<file path="src/rtl/run_pkg.sv">
// run_pkg: shared definitions for the x1 run-length link. Both the run
// transmitter and the run detector import this package.
//   len_t    : 2-bit run-length symbol (0 = NULL, 1..3 = run of ones)
//   state_t  : transmitter serializer states
//   LEN_NULL : the NULL symbol value (one idle zero bit, no terminator)
package run_pkg;

    typedef logic [1:0] len_t;

    typedef enum logic [1:0] {
        IDLE = 2'b00,
        ONES = 2'b01,
        TERM = 2'b10,
        GAPS = 2'b11
    } state_t;

    localparam len_t LEN_NULL = 2'd0;

endpackage

</file>
<file path="src/rtl/sym_fifo.sv">
// sym_fifo: DEPTH x 2-bit synchronous FIFO holding run-length symbols.
// Ports:
//   clk, reset   : rising-edge clock, synchronous active-high reset
//   push, din    : write request and data (ignored while full)
//   pop, dout    : read request (ignored while empty); dout shows the head
//   count        : current occupancy, 0..DEPTH
//   full, empty  : occupancy flags
// The head is read combinationally from storage, so a symbol written at
// one edge can only be popped at a later edge (there is no bypass path).
module sym_fifo
    import run_pkg::*;
#(
    parameter int DEPTH = 4
) (
    input  logic                   clk,
    input  logic                   reset,
    input  logic                   push,
    input  len_t                   din,
    input  logic                   pop,
    output len_t                   dout,
    output logic [$clog2(DEPTH):0] count,
    output logic                   full,
    output logic                   empty
);

    localparam int AW = $clog2(DEPTH);

    len_t             mem [DEPTH];
    logic [AW-1:0]    wr_ptr;
    logic [AW-1:0]    rd_ptr;
    logic             do_push;
    logic             do_pop;

    // A push is refused while full even if a pop happens on the same edge.
    assign do_push = push && !full;
    assign do_pop  = pop && !empty;

    assign full  = (count == (AW+1)'(DEPTH));
    assign empty = (count == '0);
    assign dout  = mem[rd_ptr];

    // Storage needs no reset; pointers and count define validity.
    always_ff @(posedge clk) begin
        if (do_push) begin
            mem[wr_ptr] <= din;
        end
    end

    // DEPTH is a power of two, so the pointers wrap naturally.
    always_ff @(posedge clk) begin
        if (reset) begin
            wr_ptr <= '0;
            rd_ptr <= '0;
            count  <= '0;
        end else begin
            if (do_push) wr_ptr <= wr_ptr + 1'b1;
            if (do_pop)  rd_ptr <= rd_ptr + 1'b1;
            case ({do_push, do_pop})
                2'b10:   count <= count + 1'b1;
                2'b01:   count <= count - 1'b1;
                default: count <= count;
            endcase
        end
    end

endmodule

</file>
<file path="src/rtl/run_tx.sv">
// run_tx: serial run-length transmitter. Symbols arrive over valid/ready,
// are buffered in sym_fifo and serialized onto x1 as L ones followed by a
// terminating zero (NULL = a single idle zero). y_exp marks the cycle the
// downstream detector must pulse Y1, i.e. every run terminator.
// Ports:
//   clk, reset          : rising-edge clock, synchronous active-high reset
//   in_valid, in_len    : symbol offer and its run length (0 = NULL)
//   in_ready            : FIFO not full
//   x1                  : registered serial bit stream
//   y_exp               : registered expected detector pulse
//   sym_start           : registered, first bit of every symbol
//   busy                : serializer active or symbols pending
//   state_tx            : serializer state (debug)
//   fifo_count          : FIFO occupancy
// All registered outputs describe the state the FSM was in during the
// previous cycle, so a symbol loaded at edge N shows its first bit after N+1.
module run_tx
    import run_pkg::*;
#(
    parameter int DEPTH = 4,
    parameter int GAP   = 0
) (
    input  logic                   clk,
    input  logic                   reset,
    input  logic                   in_valid,
    input  logic [1:0]             in_len,
    output logic                   in_ready,
    output logic                   x1,
    output logic                   y_exp,
    output logic                   sym_start,
    output logic                   busy,
    output logic [1:0]             state_tx,
    output logic [$clog2(DEPTH):0] fifo_count
);

    localparam logic [2:0] GAP_N = 3'(GAP);

    state_t     state, state_n;
    logic [1:0] cnt, cnt_n;       // ones still to send
    logic [2:0] gcnt, gcnt_n;     // gap bits still to send
    logic       nul, nul_n;       // current symbol is NULL
    logic       first, first_n;   // next emitted bit is the symbol's first
    logic       x1_n, y_n, ss_n;
    logic       next_sym;
    logic       pop;
    len_t       head;
    logic       full, empty;

    sym_fifo #(.DEPTH(DEPTH)) u_fifo (
        .clk   (clk),
        .reset (reset),
        .push  (in_valid),
        .din   (in_len),
        .pop   (pop),
        .dout  (head),
        .count (fifo_count),
        .full  (full),
        .empty (empty)
    );

    assign in_ready = !full;
    assign busy     = (state != IDLE) || !empty;
    assign state_tx = state;
    assign pop      = next_sym && !empty;

    always_comb begin
        state_n  = state;
        cnt_n    = cnt;
        gcnt_n   = gcnt;
        nul_n    = nul;
        first_n  = first;
        x1_n     = 1'b0;
        y_n      = 1'b0;
        ss_n     = 1'b0;
        next_sym = 1'b0;
        case (state)
            IDLE: next_sym = 1'b1;
            ONES: begin
                x1_n    = 1'b1;
                ss_n    = first;
                first_n = 1'b0;
                if (cnt == 2'd1) state_n = TERM;
                else             cnt_n   = cnt - 2'd1;
            end
            TERM: begin
                y_n     = !nul;
                ss_n    = first;
                first_n = 1'b0;
                if (GAP > 0 && !nul) begin
                    state_n = GAPS;
                    gcnt_n  = GAP_N;
                end else begin
                    next_sym = 1'b1;
                end
            end
            GAPS: begin
                if (gcnt == 3'd1) next_sym = 1'b1;
                else              gcnt_n   = gcnt - 3'd1;
            end
        endcase
        // Loading straight from TERM/GAPS keeps the stream back-to-back.
        if (next_sym) begin
            if (empty) begin
                state_n = IDLE;
            end else begin
                first_n = 1'b1;
                if (head == LEN_NULL) begin
                    state_n = TERM;
                    nul_n   = 1'b1;
                end else begin
                    state_n = ONES;
                    cnt_n   = head;
                    nul_n   = 1'b0;
                end
            end
        end
    end

    always_ff @(posedge clk) begin
        if (reset) begin
            state     <= IDLE;
            cnt       <= '0;
            gcnt      <= '0;
            nul       <= 1'b0;
            first     <= 1'b0;
            x1        <= 1'b0;
            y_exp     <= 1'b0;
            sym_start <= 1'b0;
        end else begin
            state     <= state_n;
            cnt       <= cnt_n;
            gcnt      <= gcnt_n;
            nul       <= nul_n;
            first     <= first_n;
            x1        <= x1_n;
            y_exp     <= y_n;
            sym_start <= ss_n;
        end
    end

endmodule

</file>
<file path="config.mk">
export PLATFORM = sky130hd
export DESIGN_NAME = run_tx
export DESIGN_NICKNAME = d
export VERILOG_FILES = /design/src/rtl/run_pkg.sv /design/src/rtl/sym_fifo.sv /design/src/rtl/run_tx.sv
export SDC_FILE = /design/constraint.sdc
export NUM_CORES = 1
export LEC_CHECK = 0
export ABC_AREA = 1
export CORE_MARGIN = 5
export CORE_UTILIZATION = 65
export DETAILED_ROUTE_END_ITERATION = 8
export DONT_BUFFER_PORTS = 1
export GPL_TIMING_DRIVEN = 0
export PLACE_DENSITY = 0.88
export RECOVER_POWER = 25
export SLEW_MARGIN = 10
export SYNTH_ARGS = -nofsm -noshare
export SYNTH_HDL_FRONTEND = slang
export SYNTH_SLANG_ARGS = --single-unit
export TNS_END_PERCENT = 10
</file>
<file path="constraint.sdc">
create_clock -name clk -period 6.49 [get_ports clk]
set_input_delay 1.298 -clock clk [delete_from_list [all_inputs] [get_ports clk]]
set_output_delay 1.298 -clock clk [all_outputs]
set_load 0.005 [all_outputs]
</file>
# == Yosys cells after proc, flatten, opt, wreduce, memory -nomap -nowiden ==
# Memories as Yosys holds them, arrays and structs flattened. A register that Yosys moved wholly into a read port is not among the register bits.
# Cells that the tools add are included.
# classes
addsub,6
eq_ne,8
muxes,22
bitwise_logic,4
n_reduce_logical,21
# ops
operator,count
2-bit 2-to-1 mux,12
1-bit 2-to-1 mux,8
2-bit nonzero test,4
2-bit OR reduction,4
2-bit by 1-bit == test with 1-bit output (second input constant),3
2-bit == test (second input constant),3
3-bit case mux with 2 select lines,1
2-bit AND reduction,3
3-bit by 1-bit subtractor with 3-bit output (second input constant),2
2-bit by 1-bit adder with 2-bit output (second input constant),2
2-bit logical NOT,2
1-bit inverter,4
3-bit by 1-bit adder with 3-bit output (second input constant),1
3-bit by 1-bit == test with 1-bit output (second input constant),1
3-bit == test (second input constant),1
1-bit logical AND,3
1-bit logical NOT,3
3-bit logical NOT,1
1-bit case mux with 2 select lines,1
2-bit by 1-bit subtractor with 2-bit output (second input constant),1
1-bit logical OR,1
# totals
register_bits,19
ram_bits,8
inputBits,5
word_cells,73
n_memories,1
# mem_list
name,depth,width,read_ports,rd_clocked_by_memory_dff,wr,line,source
u_fifo.mem,4,2,1,1,1,sym_fifo.sv:28,len_t mem [DEPTH];

# == Depth between registers and ports, before layout ==
# logic_depth
depth_word,7
mapped_depth,12
mapped_depth_nobuf,12

# == Hierarchy ==
# Synthesis repeated with hierarchy kept, for this count alone.
# unflattened
cells_unflattened,171
area_unflattened_um2,1426.4
# by_module_without_submodules
module,instances,cells_per_inst,area_each_um2
sym_fifo,1,90,809.5
run_tx,1,81,616.8

# == Worst setup path after synthesis ==
# OpenSTA, ideal clock, no wires.
# synth_timing
path_type,in2reg
from,input port in_valid
to,register u_fifo.count[2]
setup_ps,122
t_arrival_ps,2386
t_required_ps,6368
slack_ps,3982
cell_stages,7
path_buffers,0
cell_sequence,nand2_2 ha_1 fa_1 a21oi_1 o21ai_0 o21ai_0 a21oi_1
# synth_via
elab_chain_cells,3
# synth_rtl
item,line,source
from (decl),run_tx.sv:25,"input logic in_valid,"
1-bit logical AND *,sym_fifo.sv:35,assign do_push = push && !full;
2-bit by 1-bit == test with 1-bit output or 2-bit == test (tied branches),sym_fifo.sv:58,"case ({do_push, do_pop})"
3-bit case mux with 2 select lines or 2-bit nonzero test (tied branches),n/a,
to (signal assigned),sym_fifo.sv:59,2'b10: count <= count + 1'b1;
to (signal assigned),sym_fifo.sv:60,2'b01: count <= count - 1'b1;
to (signal assigned),sym_fifo.sv:61,default: count <= count;
to (decl),sym_fifo.sv:21,"output logic [$clog2(DEPTH):0] count,"
# Every way passes the cells marked *; elsewhere a longest branch is shown, timed or not.
# A chain may end at the register's enable or synchronous reset.

# == Final worst setup path ==
# layout_timing
from,register state[0] (netlist: state_tx[0])
to,register u_fifo.count[2]
# layout_via
elab_chain_cells,7
# layout_rtl
item,line,source
from (decl),run_tx.sv:38,"state_t state, state_n;"
from (signal assigned),run_tx.sv:130,state <= state_n;
2-bit == test or 2-bit logical NOT (tied branches),run_tx.sv:76,case (state)
2-bit OR reduction (no source line),n/a,
1-bit case mux with 2 select lines *,run_tx.sv:76,
1-bit logical AND *,run_tx.sv:64,assign pop = next_sym && !empty;
net pop,run_tx.sv:45,logic pop;
1-bit logical AND *,sym_fifo.sv:36,assign do_pop = pop && !empty;
2-bit by 1-bit == test with 1-bit output or 2-bit == test (tied branches),sym_fifo.sv:58,
3-bit case mux with 2 select lines or 2-bit nonzero test (tied branches),n/a,
# Mark *: on every way through the listed nets, which the timed path passes. The rest lies on a longest branch.

==> results.sh <==
export IMPL_outcome="completed"
export IMPL_max_freq_mhz=397
export IMPL_tightest_slew_ns=0.422
export IMPL_wirelength_met1_um=943
export IMPL_max_cap_viol_count=0
export IMPL_swShare=0.414
export IMPL_worstSkewPairLatency_ns=0.32
export IMPL_pwr_density_cell_nw_per_um2=458
export IMPL_grt_pass1_vias=957
export IMPL_max_slew_margin_rel=0.719
export IMPL_wl_per_cell_um=12.1
export IMPL_via_per_inst=5.14
export IMPL_finalHoldViolCount=0
export IMPL_dr_total_vias=966
export IMPL_core_area_um2=1980
export IMPL_ys_seq_elements=29
export IMPL_totalWireLength_mm=2.28
export IMPL_syn_area_um2=1360
export IMPL_power_frac_clock=0.170
export IMPL_clock_skew_ns=0.00541
export IMPL_cts_tree="built"
export IMPL_clockBufferDepth=2
export IMPL_cp_required_ns=6.70
export IMPL_ir_drop_v=0.000312
export IMPL_fin_crit_sh=0.388
export IMPL_grt_max_degree=11
export IMPL_port_buffers=0
export IMPL_h_tree_depth=2
export IMPL_start_util=0.685
export IMPL_met3_wirelength_um=129
export IMPL_path_max_fanout=9
export IMPL_clock_tree_root_cell="clkbuf_4"
export IMPL_synthFlopType="dfxtp_1"
export IMPL_worst_setup_path_end_kind="flip-flop"
export IMPL_track_usage=0.169
export IMPL_cts_buffers=5
export IMPL_drc=0
export IMPL_dp_hpwl_mm=1.74
export IMPL_worstPathArrival_ns=2.73
export IMPL_drive_above_1_share=0.0870
export IMPL_firstDrtPassIters=4
export IMPL_syn_to_final_growth_pct=6.82
export IMPL_whs_ns=0.421
export IMPL_worst_hold_path_type="flip-flop to flip-flop"
export IMPL_seqPwrFrac=0.411
export IMPL_combinationalPowerShare=0.419
export IMPL_slew_violations=0
export IMPL_rsz0062_at_grt="no"
export IMPL_fin_nets=179
export IMPL_n_fill_cell=142
export IMPL_synth_edf_count=8
export IMPL_num_io_pins=15
export IMPL_final_setup_viol_count=0
export IMPL_yosys_warnings=0
export IMPL_gp_congestion=0.817
export IMPL_ys_types=20
export IMPL_grt_overflow_total=0
export IMPL_n_antenna_cell=0
export IMPL_cts_hold_buf=0
export IMPL_synthArstFlopShare=0
export IMPL_drtIter0Drc=16
export IMPL_clk_pin_slew_ns=0.08
export IMPL_met2_length_mm=1.17
export IMPL_synth_cells=153
export IMPL_dieArea_um2=3100
export IMPL_synth_nets=172
export IMPL_fin_tns_setup_ns=0
export IMPL_fp_dieH_um=55.7
export IMPL_p_leak_uw=0.000623
export IMPL_post_cts_buffers=0
export IMPL_ant_nets=0
export IMPL_finalCriticalPeriod_ns=2.52
export IMPL_topRoutingLayerUsed="met4"
export IMPL_die_x_um=55.7
export IMPL_avgSynthCellArea_um2=8.87
export IMPL_critPathKind="flip-flop to flip-flop"
export IMPL_p_int_uw=389
export IMPL_ys_seq_area_frac=0.487
export IMPL_grt_pass1_wl_mm=4.04
export IMPL_rows=16
export IMPL_crit_path_start_kind="flip-flop"
export IMPL_netSwitchingPower_uw=275
export IMPL_antenna_found_initial=0
export IMPL_cts_sinks=29
export IMPL_cts_resized=0
through the flow:
stage | utilization | cell area (µm²) | cells | power (µW) | worst slack (ns)
after floorplan | - | 1360 | 153 | 492 | 3.98
after global placement | 0.702 | 1390 | 180 | 533 | 3.90
after detailed placement | 0.702 | 1390 | 180 | 555 | 3.81
after CTS | 0.732 | 1450 | 188 | 671 | 3.96
after global routing | 0.732 | 1450 | 188 | 733 | 3.83
final | 0.732 | 1450 | 188 | 665 | 3.97
state kept, by name, summed over array words and instances (netlist names), named ones only:
| register | count |
|---|---|
| sym_start | 1 |
| nul | 1 |
| u_fifo.rd_ptr | 2 |
| x1 | 1 |
| u_fifo.mem | 8 |
| first | 1 |
| gcnt | 3 |
| cnt | 2 |
| u_fifo.count | 3 |
| y_exp | 1 |
| u_fifo.wr_ptr | 2 |
| state_tx | 2 |
metal layers:
| layer | vias up | GRT usage |
|---|---|---|
| met2 | 20 | 0.285 |
| met3 | 3 | 0.0766 |
| met1 | 438 | 0.184 |
| li1 | 505 | - |
| met4 | 0 | 0.0625 |
| met5 | - | 0 |
cells in the final DEF (no fill, tap or decap), drive strengths merged:
cell    netlist  routed
edfxtp        8       8
inv          25      25
nand3        10      10
xor2          3       3
and3          1       1
nand4         1       1
nor2          9       9
o21ai        10      10
clkinv        1       1
dfxtp        21      21
fa            1       1
o21bai        2       2
a21oi        16      16
ha           13      13
nand2        31      31
clkbuf        1       9
synth_stat cells (3+ instances only):
| cell | n | share of area |
|---|---|---|
| a21oi_1 | 16 | 0.059 |
| dfxtp_1 | 21 | 0.31 |
| edfxtp_1 | 8 | 0.18 |
| ha_1 | 13 | 0.12 |
| inv_1 | 23 | 0.064 |
| nand2_1 | 29 | 0.080 |
| nand3_1 | 7 | 0.026 |
| nor2_1 | 9 | 0.025 |
| o21ai_0 | 10 | 0.037 |
| xor2_1 | 3 | 0.019 |
power groups by stage:
stage | clock network (µW) | logic (µW) | registers [µW]
finish | 113 | 279 | 273
global route | 128 | 324 | 281
CTS | 117 | 279 | 275
detailed placement | 0 | 277 | 278
global placement | 0 | 259 | 275
floorplan | 0 | 225 | 268
area by class of cell:
type                            count  area (µm²)  area share
Buffer                              1        3.75     0.00259
Multi-Input combinational cell     97         594       0.410
Tap cell                           27        33.8      0.0233
Sequential cell                    29         661       0.456
Inverter                           26        98.8      0.0682
Clock buffer                        8        58.8      0.0406
logic make-up after synthesis:
logic type	after synthesis	synth area share
fa+ha+maj	14	0.135
xor+xnor	3	0.0194
compound gates	28	0.107
buf+inv	27	0.0756
simple gates	52	0.177
flops	29	0.487
path summary, 6_finish.rpt:
kind	start	to	slack, ns	cells after the start
worst min register to register	nul	y_exp	0.42	1
worst max register to register	state_tx[0]	u_fifo.count[2]	3.97	12
worst min-delay path	nul	y_exp	0.42	1
worst max-delay path	state_tx[0]	u_fifo.count[2]	3.97	12
critical path, stage by stage (launching register included):
cell and delay (ns):
dfxtp_1 0.44, inv_1 0.10, ha_1 0.24, nor2_1 0.13
nand2_2 0.09, nand3_4 0.12, clkinv_2 0.14, ha_1 0.26
fa_1 0.39, a21oi_1 0.16, o21ai_0 0.12, o21ai_0 0.17
a21oi_1 0.05
Power figures use the tool's default switching activity.
